### config.mk
export PLATFORM = sky130hd
export DESIGN_NAME = dmem_port_arbiter_flat
export DESIGN_NICKNAME = d
export VERILOG_FILES = /design/src/rtl/dmem_port_arbiter_if.sv /design/src/rtl/dmem_port_arbiter.sv /design/src/flat_wrapper.sv
export SDC_FILE = /design/constraint.sdc
export NUM_CORES = 1
export LEC_CHECK = 0
export BUFFER_PORTS_ARGS = -buffer_cell sky130_fd_sc_hd__buf_2
export CORE_AREA = 2 2 116 118
export CTS_BUF_LIST = sky130_fd_sc_hd__clkbuf_8
export DETAILED_ROUTE_END_ITERATION = 8
export DIE_AREA = 0 0 118 120
export HOLD_SLACK_MARGIN = 0.02
export REMOVE_ABC_BUFFERS = 1
export SETUP_SLACK_MARGIN = 0.4
export SLEW_MARGIN = 0
export SYNTH_ARGS = -nofsm -noshare
export SYNTH_HDL_FRONTEND = slang
export SYNTH_SLANG_ARGS = --single-unit
### constraint.sdc
create_clock -name clk -period 5.4 [get_ports clk]
set_input_delay 0.81 -clock clk [delete_from_list [all_inputs] [get_ports clk]]
set_output_delay 0.81 -clock clk [all_outputs]
set_load 0.01 [all_outputs]
### src/rtl/dmem_port_arbiter_if.sv
// rtl/dmem_port_arbiter_if.sv - CPU, debug and RAM signal bundle for the data-memory arbiter
interface dmem_port_arbiter_if #(
   parameter int DATA_W = 32,
   parameter int ADDR_W = 32
);
   logic              cpu_req;
   logic              cpu_we;
   logic [ADDR_W-1:0] cpu_addr;
   logic [DATA_W-1:0] cpu_wdata;
   logic              cpu_stall;
   logic              cpu_rvalid;
   logic [DATA_W-1:0] cpu_rdata;
   logic              cpu_err;

   logic              dbg_valid;
   logic              dbg_ready;
   logic              dbg_we;
   logic [ADDR_W-1:0] dbg_addr;
   logic [DATA_W-1:0] dbg_wdata;
   logic              dbg_rvalid;
   logic [DATA_W-1:0] dbg_rdata;
   logic              dbg_err;

   logic              mem_en;
   logic              mem_we;
   logic [ADDR_W-1:0] mem_addr;
   logic [DATA_W-1:0] mem_wdata;
   logic [DATA_W-1:0] mem_rdata;

   modport slave (
      input  cpu_req, cpu_we, cpu_addr, cpu_wdata,
      output cpu_stall, cpu_rvalid, cpu_rdata, cpu_err,
      input  dbg_valid, dbg_we, dbg_addr, dbg_wdata,
      output dbg_ready, dbg_rvalid, dbg_rdata, dbg_err,
      output mem_en, mem_we, mem_addr, mem_wdata,
      input  mem_rdata
   );

   modport master (
      output cpu_req, cpu_we, cpu_addr, cpu_wdata,
      input  cpu_stall, cpu_rvalid, cpu_rdata, cpu_err,
      output dbg_valid, dbg_we, dbg_addr, dbg_wdata,
      input  dbg_ready, dbg_rvalid, dbg_rdata, dbg_err,
      input  mem_en, mem_we, mem_addr, mem_wdata,
      output mem_rdata
   );
endinterface

### src/rtl/dmem_port_arbiter.sv
// rtl/dmem_port_arbiter.sv - single-port data memory arbiter between CPU MEM stage and debug port
// CPU has priority; DBG is forced through after STARVE_LIMIT consecutive lost conflicts.
module dmem_port_arbiter #(
   parameter int DATA_W       = 32,
   parameter int ADDR_W       = 32,
   parameter int DEPTH        = 15,
   parameter int STARVE_LIMIT = 4
) (
   input  logic              clk,
   input  logic              rst,
   dmem_port_arbiter_if.slave bus
);
   localparam int                CNT_W      = $clog2(STARVE_LIMIT + 1);
   localparam logic [CNT_W-1:0]  STARVE_MAX = CNT_W'(STARVE_LIMIT);
   localparam logic [ADDR_W-1:0] DEPTH_A    = ADDR_W'(DEPTH);

   typedef enum logic [1:0] {
      RSP_NONE,
      RSP_CPU,
      RSP_DBG
   } rsp_e;

   rsp_e             rsp_q, rsp_d;
   logic             rsp_we_q, rsp_we_d;
   logic             rsp_err_q, rsp_err_d;
   logic [CNT_W-1:0] starve_q, starve_d;

   logic              cpu_grant;
   logic              dbg_grant;
   logic              any_grant;
   logic              sel_we;
   logic              sel_in_range;
   logic [ADDR_W-1:0] sel_addr;
   logic [DATA_W-1:0] sel_wdata;

   always_ff @(posedge clk or posedge rst) begin
      if (rst) begin
         rsp_q     <= RSP_NONE;
         rsp_we_q  <= 1'b0;
         rsp_err_q <= 1'b0;
         starve_q  <= '0;
      end else begin
         rsp_q     <= rsp_d;
         rsp_we_q  <= rsp_we_d;
         rsp_err_q <= rsp_err_d;
         starve_q  <= starve_d;
      end
   end

   always_comb begin
      rsp_d          = RSP_NONE;
      rsp_we_d       = 1'b0;
      rsp_err_d      = 1'b0;
      starve_d       = starve_q;
      bus.cpu_rvalid = 1'b0;
      bus.cpu_rdata  = '0;
      bus.cpu_err    = 1'b0;
      bus.dbg_rvalid = 1'b0;
      bus.dbg_rdata  = '0;
      bus.dbg_err    = 1'b0;

      // Grants are voided while reset is asserted so nothing reaches the RAM
      cpu_grant = !rst && bus.cpu_req && !(bus.dbg_valid && starve_q == STARVE_MAX);
      dbg_grant = !rst && !cpu_grant && bus.dbg_valid;
      any_grant = cpu_grant || dbg_grant;

      sel_we       = cpu_grant ? bus.cpu_we    : bus.dbg_we;
      sel_addr     = cpu_grant ? bus.cpu_addr  : bus.dbg_addr;
      sel_wdata    = cpu_grant ? bus.cpu_wdata : bus.dbg_wdata;
      sel_in_range = sel_addr < DEPTH_A;

      bus.cpu_stall = !rst && bus.cpu_req && !cpu_grant;
      bus.dbg_ready = dbg_grant;
      bus.mem_en    = any_grant && sel_in_range;
      bus.mem_we    = any_grant && sel_in_range && sel_we;
      bus.mem_addr  = any_grant ? sel_addr  : '0;
      bus.mem_wdata = any_grant ? sel_wdata : '0;

      if (dbg_grant) begin
         starve_d = '0;
      end else if (cpu_grant && bus.dbg_valid && starve_q != STARVE_MAX) begin
         starve_d = starve_q + 1'b1;
      end

      if (cpu_grant) begin
         rsp_d = RSP_CPU;
      end else if (dbg_grant) begin
         rsp_d = RSP_DBG;
      end
      rsp_we_d  = any_grant && sel_we;
      rsp_err_d = any_grant && !sel_in_range;

      // Stores on the CPU side produce no response; DBG gets one for both
      case (rsp_q)
         RSP_CPU: begin
            bus.cpu_rvalid = !rsp_we_q;
            bus.cpu_rdata  = rsp_err_q ? '0 : bus.mem_rdata;
            bus.cpu_err    = !rsp_we_q && rsp_err_q;
         end
         RSP_DBG: begin
            bus.dbg_rvalid = 1'b1;
            bus.dbg_rdata  = (rsp_we_q || rsp_err_q) ? '0 : bus.mem_rdata;
            bus.dbg_err    = rsp_err_q;
         end
         default: begin
            bus.cpu_rvalid = 1'b0;
         end
      endcase
   end
endmodule

### src/flat_wrapper.sv
// flat-port wrapper written by rule: the top's interface ports become plain ports
module dmem_port_arbiter_flat 
#(
   parameter int DATA_W       = 32,
   parameter int ADDR_W       = 32,
   parameter int DEPTH        = 15,
   parameter int STARVE_LIMIT = 4
)
  (clk, rst, bus_cpu_req, bus_cpu_we, bus_cpu_addr, bus_cpu_wdata, bus_cpu_stall, bus_cpu_rvalid, bus_cpu_rdata, bus_cpu_err, bus_dbg_valid, bus_dbg_we, bus_dbg_addr, bus_dbg_wdata, bus_dbg_ready, bus_dbg_rvalid, bus_dbg_rdata, bus_dbg_err, bus_mem_en, bus_mem_we, bus_mem_addr, bus_mem_wdata, bus_mem_rdata);
  dmem_port_arbiter_if #(.DATA_W(DATA_W), .ADDR_W(ADDR_W)) bus_i ();
  input  logic clk;
  input  logic rst;
  input wire logic [$bits(bus_i.cpu_req)-1:0] bus_cpu_req;
  input wire logic [$bits(bus_i.cpu_we)-1:0] bus_cpu_we;
  input wire logic [$bits(bus_i.cpu_addr)-1:0] bus_cpu_addr;
  input wire logic [$bits(bus_i.cpu_wdata)-1:0] bus_cpu_wdata;
  output wire logic [$bits(bus_i.cpu_stall)-1:0] bus_cpu_stall;
  output wire logic [$bits(bus_i.cpu_rvalid)-1:0] bus_cpu_rvalid;
  output wire logic [$bits(bus_i.cpu_rdata)-1:0] bus_cpu_rdata;
  output wire logic [$bits(bus_i.cpu_err)-1:0] bus_cpu_err;
  input wire logic [$bits(bus_i.dbg_valid)-1:0] bus_dbg_valid;
  input wire logic [$bits(bus_i.dbg_we)-1:0] bus_dbg_we;
  input wire logic [$bits(bus_i.dbg_addr)-1:0] bus_dbg_addr;
  input wire logic [$bits(bus_i.dbg_wdata)-1:0] bus_dbg_wdata;
  output wire logic [$bits(bus_i.dbg_ready)-1:0] bus_dbg_ready;
  output wire logic [$bits(bus_i.dbg_rvalid)-1:0] bus_dbg_rvalid;
  output wire logic [$bits(bus_i.dbg_rdata)-1:0] bus_dbg_rdata;
  output wire logic [$bits(bus_i.dbg_err)-1:0] bus_dbg_err;
  output wire logic [$bits(bus_i.mem_en)-1:0] bus_mem_en;
  output wire logic [$bits(bus_i.mem_we)-1:0] bus_mem_we;
  output wire logic [$bits(bus_i.mem_addr)-1:0] bus_mem_addr;
  output wire logic [$bits(bus_i.mem_wdata)-1:0] bus_mem_wdata;
  input wire logic [$bits(bus_i.mem_rdata)-1:0] bus_mem_rdata;
  assign bus_i.cpu_req = bus_cpu_req;
  assign bus_i.cpu_we = bus_cpu_we;
  assign bus_i.cpu_addr = bus_cpu_addr;
  assign bus_i.cpu_wdata = bus_cpu_wdata;
  assign bus_cpu_stall = bus_i.cpu_stall;
  assign bus_cpu_rvalid = bus_i.cpu_rvalid;
  assign bus_cpu_rdata = bus_i.cpu_rdata;
  assign bus_cpu_err = bus_i.cpu_err;
  assign bus_i.dbg_valid = bus_dbg_valid;
  assign bus_i.dbg_we = bus_dbg_we;
  assign bus_i.dbg_addr = bus_dbg_addr;
  assign bus_i.dbg_wdata = bus_dbg_wdata;
  assign bus_dbg_ready = bus_i.dbg_ready;
  assign bus_dbg_rvalid = bus_i.dbg_rvalid;
  assign bus_dbg_rdata = bus_i.dbg_rdata;
  assign bus_dbg_err = bus_i.dbg_err;
  assign bus_mem_en = bus_i.mem_en;
  assign bus_mem_we = bus_i.mem_we;
  assign bus_mem_addr = bus_i.mem_addr;
  assign bus_mem_wdata = bus_i.mem_wdata;
  assign bus_i.mem_rdata = bus_mem_rdata;
  dmem_port_arbiter #(.DATA_W(DATA_W), .ADDR_W(ADDR_W), .DEPTH(DEPTH), .STARVE_LIMIT(STARVE_LIMIT)) u_core (.clk(clk), .rst(rst), .bus(bus_i));
endmodule
==> results.sh <==
export IMPL_initial_core_util=0.1457
export IMPL_numPortBuffers=301
export IMPL_slew_viol_final=0
export IMPL_timing_final_crit_share=0.7297
export IMPL_tightest_slew_ps=1171
export IMPL_cts_buffers=3
export IMPL_die_h_um=120
export IMPL_hpwl_um=9904
export IMPL_cp_cell_sequence="buf_2, nand2b_1, or2_2, inv_2, nand2_1, a211oi_2, buf_2"
export IMPL_cpMaxStageDelayCell="inv_2"
export IMPL_cts_buffer_depth=2
export IMPL_yosys_register_bits=7
export IMPL_yosysTopAreaCell="nand2_1"
export IMPL_critPathMaxStageDelay_ps=890
export IMPL_setup_viol=0
export IMPL_min_from="u_core.starve_q[0]$_DFFE_PP0P_"
export IMPL_yosysWarnings=0
export IMPL_syn_inst=358
export IMPL_synth_most_common_cell="nand2_1"
export IMPL_holdWs_ps=528.9
export IMPL_core_area_mm2=0.01298
export IMPL_slew_headroom=0.2194
export IMPL_wl_per_cell_um=14.18
export IMPL_fillCellCount=1519
export IMPL_grt_usage=0.1483
export IMPL_p_leak_nw=2.184
export IMPL_drc=0
export IMPL_htreeDepth=1
export IMPL_ios=302
export IMPL_min_path_type="register to register"
export IMPL_crit_type="input port to output pin"
export IMPL_cpLargestDelayFamily="buffers and inverters"
export IMPL_start_kind="input port"
export IMPL_grt_max_degree=69
export IMPL_synthesis_area_mm2=0.001892
export IMPL_ir_worst_vdd_mv=0.06057
export IMPL_synth_top_area_frac=0.2698
export IMPL_die_w_um=118
export IMPL_fin_skew_ps=0.5531
export IMPL_maxCapViolCount=0
export IMPL_rsz0062_at_grt="false"
export IMPL_wirelength_um=11540
export IMPL_fin_crit_ps=3940
export IMPL_cp_max_fo=68
export IMPL_path_buf_inv=3
export IMPL_ctsHoldBuffers=0
export IMPL_fmax_mhz=253.8
export IMPL_area_delta_synth_final_pct=89.02
export IMPL_antenna_found_initial=0
export IMPL_crit_path_start="rst"
export IMPL_nNetsFinal=807
export IMPL_grt_pass1_wl_um=16960
export IMPL_clock_latency_ps=220
export IMPL_cts_setup_buffers=0
export IMPL_power_total_uw=396.0
export IMPL_yosys_top_cells_area="nand2_1 (27%), and2_1 (22%), a21oi_1 (17%), dfrtp_1 (9.3%), nor4_1 (4.6%)"
export IMPL_synthTopCellsByCount="nand2_1 (136), and2_1 (66), a21oi_1 (65)"
export IMPL_async_reset_ff_frac=1.000
export IMPL_routed_top_layer="met4"
export IMPL_grt_pass1_vias=3231
export IMPL_syn_area_per_cell_um2=5.284
export IMPL_status="completed"
export IMPL_p_per_area_mw_per_mm2=110.8
export IMPL_rr_startpoint="u_core.starve_q[0]$_DFFE_PP0P_"
export IMPL_ant_nets=0
export IMPL_ys_flop_type="dfrtp_1"
export IMPL_wl_met1_um=4614
export IMPL_routed_wl_met3_um=1030
export IMPL_cts_sinks=7
export IMPL_cpMostUsedCell="buf_2"
export IMPL_vias_per_cell=4.256
export IMPL_n_antenna_cell=0
export IMPL_drive_gt1_frac=0.4922
export IMPL_hold_viol_final=0
export IMPL_cp_required_ps=4590
export IMPL_arrival_ps=3130
export IMPL_post_cts_resized=0
export IMPL_drt_iter0_drc=136
export IMPL_cts_root_buf="clkbuf_8"
export IMPL_cts_tree="built"
export IMPL_synth_edf_count=0
export IMPL_yosysSeqAreaShare=0.09259
export IMPL_firstDrtPassIters=5
export IMPL_grt_overflow_total=0
export IMPL_rows=42
export IMPL_critPathCaptureType="output pin"
export IMPL_gp_routability_congestion=0.7829
export IMPL_fin_tns_setup_ps=0
export IMPL_vias=3464
export IMPL_clk_pin_slew_ps=40
export IMPL_die_area_mm2=0.01416
export IMPL_synth_cell_types=27
export IMPL_routed_wl_met2_um=5827
path summary, 6_finish.rpt:
check                                            endpoint  slack (ps)  cells after the start
max reg2reg                     u_core.rsp_we_q$_DFF_PP0_        2680                      7
min in group asynchronous  u_core.starve_q[0]$_DFFE_PP0P_         580                      2
max                                            bus_mem_we        1460                      7
min                        u_core.starve_q[0]$_DFFE_PP0P_         530                      2
min reg2reg                u_core.starve_q[0]$_DFFE_PP0P_         530                      2
max in group asynchronous      u_core.rsp_err_q$_DFF_PP0_        4560                      2
cell type report:
cell class,count,area (um^2),area share
Tap cell,176,220.2,0.06158
Clock inverter,1,3.754,0.001050
Clock buffer,3,41.29,0.01155
Timing Repair Buffer,305,1536,0.4297
Multi-Input combinational cell,317,1580,0.4419
Sequential cell,7,175.2,0.04899
Inverter,5,18.77,0.005248
metal layers:
layer / global-route usage / up-vias
met5: 0 / -
met4: 0.01431 / 0
met3: 0.02947 / 4
met2: 0.2813 / 200
met1: 0.1778 / 1531
li1: - / 1729
through the flow:
step           instances  setup WS, ps    util  area [um^2]
2_1_floorplan        329        -38.66       -         1758
3_3_place_gp         810          1376  0.2720         3531
3_5_place_dp         810          1344  0.2720         3531
4_1_cts              814          1343  0.2755         3576
5_1_grt              814          1159  0.2755         3576
6_report             814          1460  0.2755         3576
state kept, by name, summed over array words and instances (netlist names):
name and flops:
u_core.starve_q 3, u_core.rsp_q 2, u_core.rsp_err_q 1, u_core.rsp_we_q 1
power by group:
part	leakage [nW]	internal, mW	total, mW	switching (mW)
clock network	0.0269	0.0491	0.0709	0.0219
registers	0.0911	0.0600	0.0669	0.00688
logic	2.07	0.111	0.258	0.147
cells by family (layout without fill, tap and decap cells):
kind of cell,after synthesis,in the layout,share of synthesized area
compound gates,73,73,0.2037
fa+ha+maj,2,2,0.01323
buf+inv,34,314,0.08068
flops,7,7,0.09259
mux,1,1,0.005952
simple gates,241,241,0.6038
cells in the final DEF (no fill, tap or decap), types with 2 or more instances in the layout:
cell	netlist	routed
nor2_1	7	7
nand4_1	2	2
buf_4	3	4
buf_2	11	301
a21oi_1	65	65
ha_1	2	2
nand3_1	6	6
o21ai_0	3	2
and2_1	66	66
dfrtp_1	7	7
clkbuf_8	0	3
nor4_1	14	14
nand2b_1	3	3
nand2_1	136	136
inv_1	4	5
nor3_1	2	2
tightest hold or removal path, cell delays in order (launching register included):
cell and delay [ps]:
dfrtp_1 370, nand2_1 60, o31ai_1 60
(Power assumes the default switching activity.)
